[config.mk]
export PLATFORM = sky130hd
export DESIGN_NAME = pong_game_ctrl
export DESIGN_NICKNAME = d
export VERILOG_FILES = /design/src/rtl/pong_pkg.sv /design/src/rtl/pong_score_bcd.sv /design/src/rtl/pong_game_ctrl.sv
export SDC_FILE = /design/constraint.sdc
export NUM_CORES = 1
export LEC_CHECK = 0
export BUFFER_PORTS_ARGS = -buffer_cell sky130_fd_sc_hd__buf_4
export CORE_MARGIN = 2
export CORE_UTILIZATION = 40
export CTS_CLUSTER_SIZE = 20
export DETAILED_ROUTE_END_ITERATION = 12
export GPL_ROUTABILITY_DRIVEN = 0
export HOLD_SLACK_MARGIN = 0.03
export PLACE_DENSITY = 0.6
export REMOVE_ABC_BUFFERS = 1
export SLEW_MARGIN = 5
export SYNTH_ARGS = -nofsm -noshare
export SYNTH_HDL_FRONTEND = slang
export SYNTH_SLANG_ARGS = --single-unit
[constraint.sdc]
create_clock -name clk -period 4.8 [get_ports clk]
set_clock_uncertainty 0.05 [all_clocks]
set_input_delay 0.96 -clock clk [delete_from_list [all_inputs] [get_ports clk]]
set_output_delay 0.96 -clock clk [all_outputs]
set_load 0.05 [all_outputs]
[src/rtl/pong_pkg.sv]
// Shared definitions for the pong game-flow controller.
//   state_e      : game phase encoding, also exported on game_state
//   BCD_W        : width of one BCD digit
//   REFRESH_LINE : scan line on which the frame refresh tick fires
//   bcd_to_bin   : 2-digit BCD to binary (0..99) conversion
package pong_pkg;

    typedef enum logic [1:0] {
        ST_NEWGAME = 2'b00,
        ST_PLAY    = 2'b01,
        ST_NEWBALL = 2'b10,
        ST_OVER    = 2'b11
    } state_e;

    localparam int BCD_W        = 4;
    localparam int REFRESH_LINE = 481;

    function automatic logic [6:0] bcd_to_bin(input logic [7:0] bcd);
        bcd_to_bin = ({3'b000, bcd[7:4]} * 7'd10) + {3'b000, bcd[3:0]};
    endfunction

endpackage

[src/rtl/pong_score_bcd.sv]
// Two-digit saturating BCD score counter.
//   clk     : system clock
//   reset_n : synchronous active-low reset, clears the count
//   clr     : synchronous clear (wins over inc)
//   inc     : add one; 99 holds at 99
//   bcd     : registered count {tens, units}
//   bin     : the same count in binary, 0..99
module pong_score_bcd
    import pong_pkg::*;
(
    input  logic       clk,
    input  logic       reset_n,
    input  logic       clr,
    input  logic       inc,
    output logic [7:0] bcd,
    output logic [6:0] bin
);

    logic [BCD_W-1:0] units_q, units_d;
    logic [BCD_W-1:0] tens_q, tens_d;

    always_comb begin
        units_d = units_q;
        tens_d  = tens_q;
        if (clr) begin
            units_d = '0;
            tens_d  = '0;
        end else if (inc) begin
            if (units_q == 4'd9) begin
                // At 99 both digits stay put; otherwise carry into tens.
                if (tens_q != 4'd9) begin
                    units_d = '0;
                    tens_d  = tens_q + 4'd1;
                end
            end else begin
                units_d = units_q + 4'd1;
            end
        end
    end

    always_ff @(posedge clk) begin
        if (!reset_n) begin
            units_q <= '0;
            tens_q  <= '0;
        end else begin
            units_q <= units_d;
            tens_q  <= tens_d;
        end
    end

    assign bcd = {tens_q, units_q};
    assign bin = bcd_to_bin(bcd);

endmodule

[src/rtl/pong_game_ctrl.sv]
// Pong game-flow controller: scoring, serve pauses and game-over sequencing
// downstream of the graphics stage.
//   clk, reset_n   : clock, synchronous active-low reset
//   refresh_tick   : one-clk pulse per frame; paces the pause timers
//   pts_1, pts_2   : point levels from graphics (player 1 / player 2 scores)
//   btn_start      : debounced start button level
//   gra_still      : 1 = graphics holds the ball at centre (any phase but PLAY)
//   score1, score2 : BCD scores {tens, units}
//   game_state     : current phase (state_e encoding)
//   winner         : 0 = player 1, 1 = player 2; meaningful in OVER
//   game_over      : 1 while in OVER
// Every output is a flop or a decode of the state flop.
module pong_game_ctrl
    import pong_pkg::*;
#(
    parameter int WIN_SCORE     = 5,
    parameter int NEWBALL_TICKS = 120,
    parameter int OVER_TICKS    = 180,
    parameter int TIMER_W       = 8
) (
    input  logic       clk,
    input  logic       reset_n,
    input  logic       refresh_tick,
    input  logic       pts_1,
    input  logic       pts_2,
    input  logic       btn_start,
    output logic       gra_still,
    output logic [7:0] score1,
    output logic [7:0] score2,
    output logic [1:0] game_state,
    output logic       winner,
    output logic       game_over
);

    localparam logic [TIMER_W-1:0] NEWBALL_LOAD = TIMER_W'(NEWBALL_TICKS - 1);
    localparam logic [TIMER_W-1:0] OVER_LOAD    = TIMER_W'(OVER_TICKS - 1);
    localparam logic [6:0]         WIN_BIN      = 7'(WIN_SCORE);

    state_e               state_q, state_d;
    logic [TIMER_W-1:0]   timer_q, timer_d;
    logic                 winner_q, winner_d;
    logic                 btn_start_q, btn_start_d;
    logic                 start_armed_q, start_armed_d;

    logic                 start_rise;
    logic                 clr_scores;
    logic                 inc1, inc2;
    logic [6:0]           s1_bin, s2_bin;
    logic [6:0]           s1_next_bin, s2_next_bin;

    // The edge register alone would see a start held through reset as a
    // fresh press; start_armed_q only sets once the button has been seen
    // released, so a held start needs a release and re-press.
    assign btn_start_d   = btn_start;
    assign start_armed_d = ~btn_start;
    assign start_rise    = btn_start & ~btn_start_q & start_armed_q;

    // Value each score would take if incremented now (saturating at 99),
    // used to decide between NEWBALL and OVER on the scoring edge.
    assign s1_next_bin = (s1_bin == 7'd99) ? 7'd99 : s1_bin + 7'd1;
    assign s2_next_bin = (s2_bin == 7'd99) ? 7'd99 : s2_bin + 7'd1;

    always_comb begin
        state_d    = state_q;
        timer_d    = timer_q;
        winner_d   = winner_q;
        clr_scores = 1'b0;
        inc1       = 1'b0;
        inc2       = 1'b0;

        case (state_q)
            ST_NEWGAME: begin
                // Held at zero here, which also covers clearing on exit.
                clr_scores = 1'b1;
                if (start_rise) begin
                    state_d = ST_PLAY;
                end
            end

            ST_PLAY: begin
                // pts_1 wins a tie; the other point is dropped because
                // leaving PLAY recentres the ball.
                if (pts_1) begin
                    inc1 = 1'b1;
                    if (s1_next_bin == WIN_BIN) begin
                        state_d  = ST_OVER;
                        winner_d = 1'b0;
                        timer_d  = OVER_LOAD;
                    end else begin
                        state_d  = ST_NEWBALL;
                        timer_d  = NEWBALL_LOAD;
                    end
                end else if (pts_2) begin
                    inc2 = 1'b1;
                    if (s2_next_bin == WIN_BIN) begin
                        state_d  = ST_OVER;
                        winner_d = 1'b1;
                        timer_d  = OVER_LOAD;
                    end else begin
                        state_d  = ST_NEWBALL;
                        timer_d  = NEWBALL_LOAD;
                    end
                end
            end

            ST_NEWBALL: begin
                if (refresh_tick) begin
                    if (timer_q == '0) begin
                        state_d = ST_PLAY;
                    end else begin
                        timer_d = timer_q - 1'b1;
                    end
                end
            end

            ST_OVER: begin
                if (refresh_tick) begin
                    if (timer_q == '0) begin
                        state_d    = ST_NEWGAME;
                        clr_scores = 1'b1;
                    end else begin
                        timer_d = timer_q - 1'b1;
                    end
                end
            end

            default: begin
                state_d = ST_NEWGAME;
            end
        endcase
    end

    always_ff @(posedge clk) begin
        if (!reset_n) begin
            state_q       <= ST_NEWGAME;
            timer_q       <= '0;
            winner_q      <= 1'b0;
            btn_start_q   <= 1'b0;
            start_armed_q <= 1'b0;
        end else begin
            state_q       <= state_d;
            timer_q       <= timer_d;
            winner_q      <= winner_d;
            btn_start_q   <= btn_start_d;
            start_armed_q <= start_armed_d;
        end
    end

    pong_score_bcd u_score1 (
        .clk     (clk),
        .reset_n (reset_n),
        .clr     (clr_scores),
        .inc     (inc1),
        .bcd     (score1),
        .bin     (s1_bin)
    );

    pong_score_bcd u_score2 (
        .clk     (clk),
        .reset_n (reset_n),
        .clr     (clr_scores),
        .inc     (inc2),
        .bcd     (score2),
        .bin     (s2_bin)
    );

    assign game_state = state_q;
    assign gra_still  = (state_q != ST_PLAY);
    assign game_over  = (state_q == ST_OVER);
    assign winner     = winner_q;

endmodule
# Word level (Yosys, flattened, before mapping)

Cells that the tools add are included.

Flip-flop bits (word level): 29
Latch bits: 0
Bits in writable memories: 0
ROM bits: 0
Input bits: 6
Output and inout bits: 21
Logic and storage cells: 97
Memories: 0

Add/sub/neg operators: 9
Multipliers: 2
Divide/modulo/power cells: 0
Magnitude comparators: 0
Eq/ne operators: 23
Shift operators: 0
Muxes and demuxes: 35
Bitwise logic cells: 5
Reductions and logical operators: 14

Operator list:

| kind                                                  | count |
|---|---|
| 2-to-1 mux 8 bit                                      | 6 |
| adder 4 x 1 -> 4 bit, second input constant           | 4 |
| 2-to-1 mux 4 bit                                      | 4 |
| one-hot mux 8 bit (2 select lines)                    | 1 |
| adder 7 x 1 -> 7 bit, second input constant           | 2 |
| adder 7 x 4 -> 7 bit                                  | 2 |
| == test 7 x 3 -> 1 bit, second input constant         | 2 |
| == test 7 bit, second input constant                  | 2 |
| 2-to-1 mux 2 bit                                      | 7 |
| 2-to-1 mux 7 bit                                      | 2 |
| inequality test 2 bit, second input constant          | 7 |
| 2-to-1 mux 1 bit                                      | 13 |
| multiplier 4 x 3 -> 6 bit, second input constant      | 2 |
| == test 4 bit, second input constant                  | 2 |
| logical NOT 8 bit                                     | 1 |
| inequality test 2 x 1 -> 1 bit, second input constant | 4 |
| inequality test 4 bit, second input constant          | 2 |
| one-hot mux 2 bit (4 select lines)                    | 1 |
| AND reduction 4 bit                                   | 2 |
| subtractor 8 x 1 -> 8 bit, second input constant      | 1 |
| AND reduction 3 bit                                   | 2 |
| AND reduction 6 bit                                   | 1 |
| nonzero test 2 bit                                    | 3 |
| == test 2 bit, second input constant                  | 2 |
| 8 further kinds                                       | 13 |

# Depth between registers and ports, before layout

Word-level depth: 9
Depth in mapped cells: 10
Depth with buffers taken out: 10

# Hierarchy

A second synthesis with hierarchy kept.

Cell total of the unflattened synthesis: 240
Area, all modules: 2092.0 um^2

Modules (own cells, without submodules):

| module                    | instances | cells an instance | area an instance (um^2) |
|---|---|---|---|
| pong_game_ctrl            | 1         | 94                | 792.0 |
| pong_score_bcd (u_score1) | 1         | 73                | 653.1 |
| pong_score_bcd (u_score2) | 1         | 73                | 646.9 |

# Worst setup path before layout

OpenSTA, ideal clock, no wires.

Kind: register -> register
From: register state_q[1] (netlist: game_state[1])
To: register timer_q[5]
Arrival: 2.604 ns
Slack: 2.071 ns
Stages on the path, launching flop included: 9
Buffers on the path: 0
Cells stage by stage: dfxtp_1 -> inv_1 -> ha_1 -> inv_1 -> o311ai_1 -> a21oi_2 -> nand2_1 -> or4_1 -> a31oi_1

Longest elaborated chain between the ends: 4
Elaborated cells between the ends (all ways): 10

Ends and longest elaborated chain:

| what                                                          | RTL line              | source |
|---|---|---|
| start: declaration                                            | pong_game_ctrl.sv:39  | `state_e state_q, state_d;` |
| start signal: assignment                                      | pong_game_ctrl.sv:141 | `state_q <= state_d;` |
| == test 2 bit                                                 | pong_game_ctrl.sv:71  | `case (state_q)` |
| OR reduction 2 bit (no line)                                  | -                     |  |
| inequality test 2 bit (no line), or another cell as far along | -                     |  |
| AND reduction 4 bit (no line)                                 | -                     |  |
| end signal: assignment                                        | pong_game_ctrl.sv:142 | `timer_q <= timer_d;` |
| end: declaration                                              | pong_game_ctrl.sv:40  | `logic [TIMER_W-1:0] timer_q, timer_d;` |

Several ways; a longest one is shown, not always the timed one.
A chain may end at the register's enable or synchronous reset.

# Worst setup path after layout

From: register u_score2.tens_q[1]
To: register timer_q[6]

Longest elaborated chain between the ends: 9
Elaborated cells between the ends (all ways): 10

Ends and longest elaborated chain:

| what                                                         | RTL line             | source |
|---|---|---|
| start: declaration                                           | pong_score_bcd.sv:20 | `logic [BCD_W-1:0] tens_q, tens_d;` |
| start signal: assignment                                     | pong_score_bcd.sv:47 | `tens_q <= tens_d;` |
| multiplier 4 x 3 -> 6 bit (*)                                | pong_pkg.sv:19       | `bcd_to_bin = ({3'b000, bcd[7:4]} * 7'd10) + {3'b000, bcd[3:0]};` |
| adder 7 x 4 -> 7 bit (*)                                     | pong_pkg.sv:19       |  |
| adder 7 x 1 -> 7 bit / == test 7 bit (equally long branches) | pong_game_ctrl.sv:61 | `assign s2_next_bin = (s2_bin == 7'd99) ? 7'd99 : s2_bin + 7'd1;` |
| 2-to-1 mux 7 bit (*)                                         | pong_game_ctrl.sv:61 |  |
| == test 7 x 3 -> 1 bit (*)                                   | pong_game_ctrl.sv:95 | `if (s2_next_bin == WIN_BIN) begin` |
| 2-to-1 mux 8 bit (*)                                         | pong_game_ctrl.sv:95 |  |
| 2-to-1 mux 8 bit (*)                                         | pong_game_ctrl.sv:93 | `end else if (pts_2) begin` |
| 2-to-1 mux 8 bit (*)                                         | pong_game_ctrl.sv:83 | `if (pts_1) begin` |
| one-hot mux 8 bit (2 select lines) (*)                       | pong_game_ctrl.sv:71 |  |

Mark *: on every way between the ends. The rest lies on a longest branch, timed or not. The select of a mux whose other input is x is not followed.

==> key figures <==
Outcome
  – Outcome: complete, no violations

Logic synthesis
  – Syn avg cell area: 8.781 sq um
  – Synth Warn #: 0
  – Mapped Area: about 0.0019 sq mm
  – Post-synth EDFFs: 0
  – Async S/R FF share, synth: 0%
  – Synth Instances: 222
  – Seq/Total Area, Yosys: around 30%
  – Count of different cell masters after synthesis: 51
  – Yosys top cell by area: dfxtp_1
  – Main flop type after synthesis: dfxtp_1
  – Top-area cell type share of the netlist area: 29.78%
  – Post-synthesis register bit count: 29
  – Synth area leaders: dfxtp_1, ha_1, nor2_1

Finish
  – Commonest non-fill, non-tap cell in the layout: dfxtp_1
  – Filler cell count in the final layout: about 480
  – Ratio of cells with drive above 1 in the final layout: 16.14%
  – Fin nets: approximately 290
  – Most frequent cells in the layout: dfxtp_1, buf_4, ha_1, nor2_1, inv_1
  – Synthesis-to-finish area growth: 19.26%
  – # diodes: 0

Clocking
  – Clk pin slew, worst setup/hold paths: 0.06 ns
  – Clock buffer count from CTS: 5
  – H-tree depth: 2
  – Clk root buf: clkbuf_8
  – Hold_buf cts: 0
  – Post-CTS sizing: 0
  – Clock net sink count: 29
  – CTS tree: done
  – Clock buffer depth: 2
  – Worst skew pair latency: 0.28 ns
  – Post-CTS Setup Repair Bufs: 0

Hold path
  – WHS Path Cells: 2
  – Hold Crit Class: reg -> reg

Die
  – Core area: roughly 0.0047 sq mm
  – Initial core utilization: 41.27%
  – I/O pin cnt: 27
  – Row Count: 25
  – Die X: approximately 74 um
  – Die height: 73.81 um
  – Die area: 0.005448 sq mm

STA
  – Final setup vio count: 0
  – Tightest Pin Transition: 0.6046 ns
  – Fmax: ~380 MHz
  – Final WS setup: 2.167 ns
  – Fin. Hold Viols: 0
  – Worst hold slack: roughly 0.47 ns
  – RSZ-0062 raised after global routing: false
  – Max-slew violations: 0
  – Crit path time final: 2.633 ns
  – Fin crit share: 54.85%
  – Worst slew margin: 59.38%
  – Setup TNS: 0 ns

Global routing
  – Met2 Usage GRT: 27.08%
  – GRT met1 Usage: 23.91%
  – Gr usage total: 17.58%
  – Met3 Resource Use GR: 4.252%
  – First-pass GRT wire length: 7403 um
  – Vias in the first global route: 1617
  – Initial antenna violation count: 0
  – GRT overflow: 0
  – Most Crowded Layer GR: met2
  – Largest net degree at the start of global routing: 17

Routing
  – Routed wire length: between 4000 and 5000 um
  – First DRT Iteration DRCs: 99
  – Antenna Nets Post-Route: 0
  – DRC viols: 0
  – DR pass1 iterations: 4
  – DR WL/cell: 12.80 um
  – Via Count: 1670
  – Vias per Instance: 5.202

Setup path
  – Crit Path Class: reg -> reg
  – Slowest-stage cell, CP: dfxtp_1
  – CP max stage delay: 0.51 ns
  – CP Max Fanout: 8
  – CP endpoint kind: flop
  – Crit path required time: 4.92 ns
  – R2R depth: 9
  – Crit start category: flop
  – Crit path cell chain: ha_1 -> ha_1 -> inv_1 -> fa_1 -> a211oi_1 -> nand4b_1 -> nand4_1 -> nor2_1 -> o31a_1
  – Most frequent cell on the critical path: ha_1
  – Worst path arrival time: around 2.8 ns

Flow run
  – Max Cap Viol: 0

Power and ir drop
  – Static Leak: ~0.96 nW
  – Power Density: 363.6 mW/mm^2
  – Tot Pwr: 0.0008452 W
  – Max IR drop VDD: about 0.13 mV

Placed design
  – Pre-CTS WS: around 2.1 ns
  – HPWL Detailed: 3190 um
  – Count of input and output buffers: 26
==> critical path: cells and delay by family, from the launching register on <==
family	cells	cell delay (ns)
buf+inv	1	0.06
fa+ha+maj	3	0.91
simple gates	3	0.46
compound gates	2	0.55
flops	1	0.51
==> kinds of logic (layout without fill, tap and decap cells) <==
| family | count (synthesis) | in the layout | synth area share [%] |
|---|---|---|---|
| AND/OR/NAND/NOR | 86 | 86 | 24.84 |
| AO/OA/AOI/OAI | 45 | 45 | 15.60 |
| flip-flops | 29 | 29 | 29.78 |
| adder cells (fa/ha/maj) | 28 | 28 | 19.51 |
| buffers and inverters | 20 | 52 | 3.915 |
| XOR/XNOR | 13 | 13 | 5.841 |
| multiplexers | 1 | 1 | 0.5135 |
==> final cells by class <==
cell class	count	area [sq um]	share of cell area, %
repair buffers	27	202.7	8.719
clock inverters	1	5.005	0.2153
multi-input cells	173	1292	55.60
flip-flops and latches	29	580.6	24.97
clock buffers	7	96.34	4.144
inverters	17	63.81	2.745
well taps	67	83.83	3.606
==> power breakdown <==
| group | leakage [nW] | switching [W] | internal [W] |
|---|---|---|---|
| clock | 0.0542 | 0.0000910 | 0.000129 |
| combinational | 0.670 | 0.000191 | 0.000129 |
| sequential | 0.235 | 0.0000356 | 0.000269 |
| total | 0.960 | 0.000318 | 0.000527 |
==> Yosys cell counts, types with 3 or more instances <==
cell type and n:
dfxtp_1 29, ha_1 24, nor2_1 23, inv_1 16, a21oi_1 14, nand2_1 13, nor3_1 8, xor2_1 8
a211oi_1 7, nand3_1 5, xnor2_1 5, and3_1 4, fa_1 4, nand2b_1 4, nor4_1 4, a31oi_1 3
nand4_1 3, o31a_1 3, or4_1 3
==> metal layers <==
layer / up-vias / part of all wire (%)
li1: 860 / -
met1: 778 / 49
met2: 25 / 46
met3: 7 / 3.7
met4: 0 / 1.6
met5: - / 0
==> metrics by stage <==
stage               area (sq um)  cells  util (%)
floorplan                   1937    219         -
global placement            2223    313     47.07
detailed placement          2223    313     47.07
CTS                         2325    321     49.22
global route                2325    321     49.22
finish                      2325    321     49.22
==> registers in the layout, summed over array words and instances (netlist names) <==
register and cells:
btn_start_q 1, u_score2.tens_q 4, u_score1.tens_q 4, winner 1, start_armed_q 1, game_state 2, u_score2.units_q 4, timer_q 8
u_score1.units_q 4
==> final timing paths <==
kind | start | to | slack, ns
setup / recovery | u_score2.tens_q[1] | timer_q[6] | 2.17
hold / removal | timer_q[5] | timer_q[5] | 0.47
setup reg to reg | u_score2.tens_q[1] | timer_q[6] | 2.17
hold reg to reg | timer_q[5] | timer_q[5] | 0.47
Power figures use the tool's default switching activity.
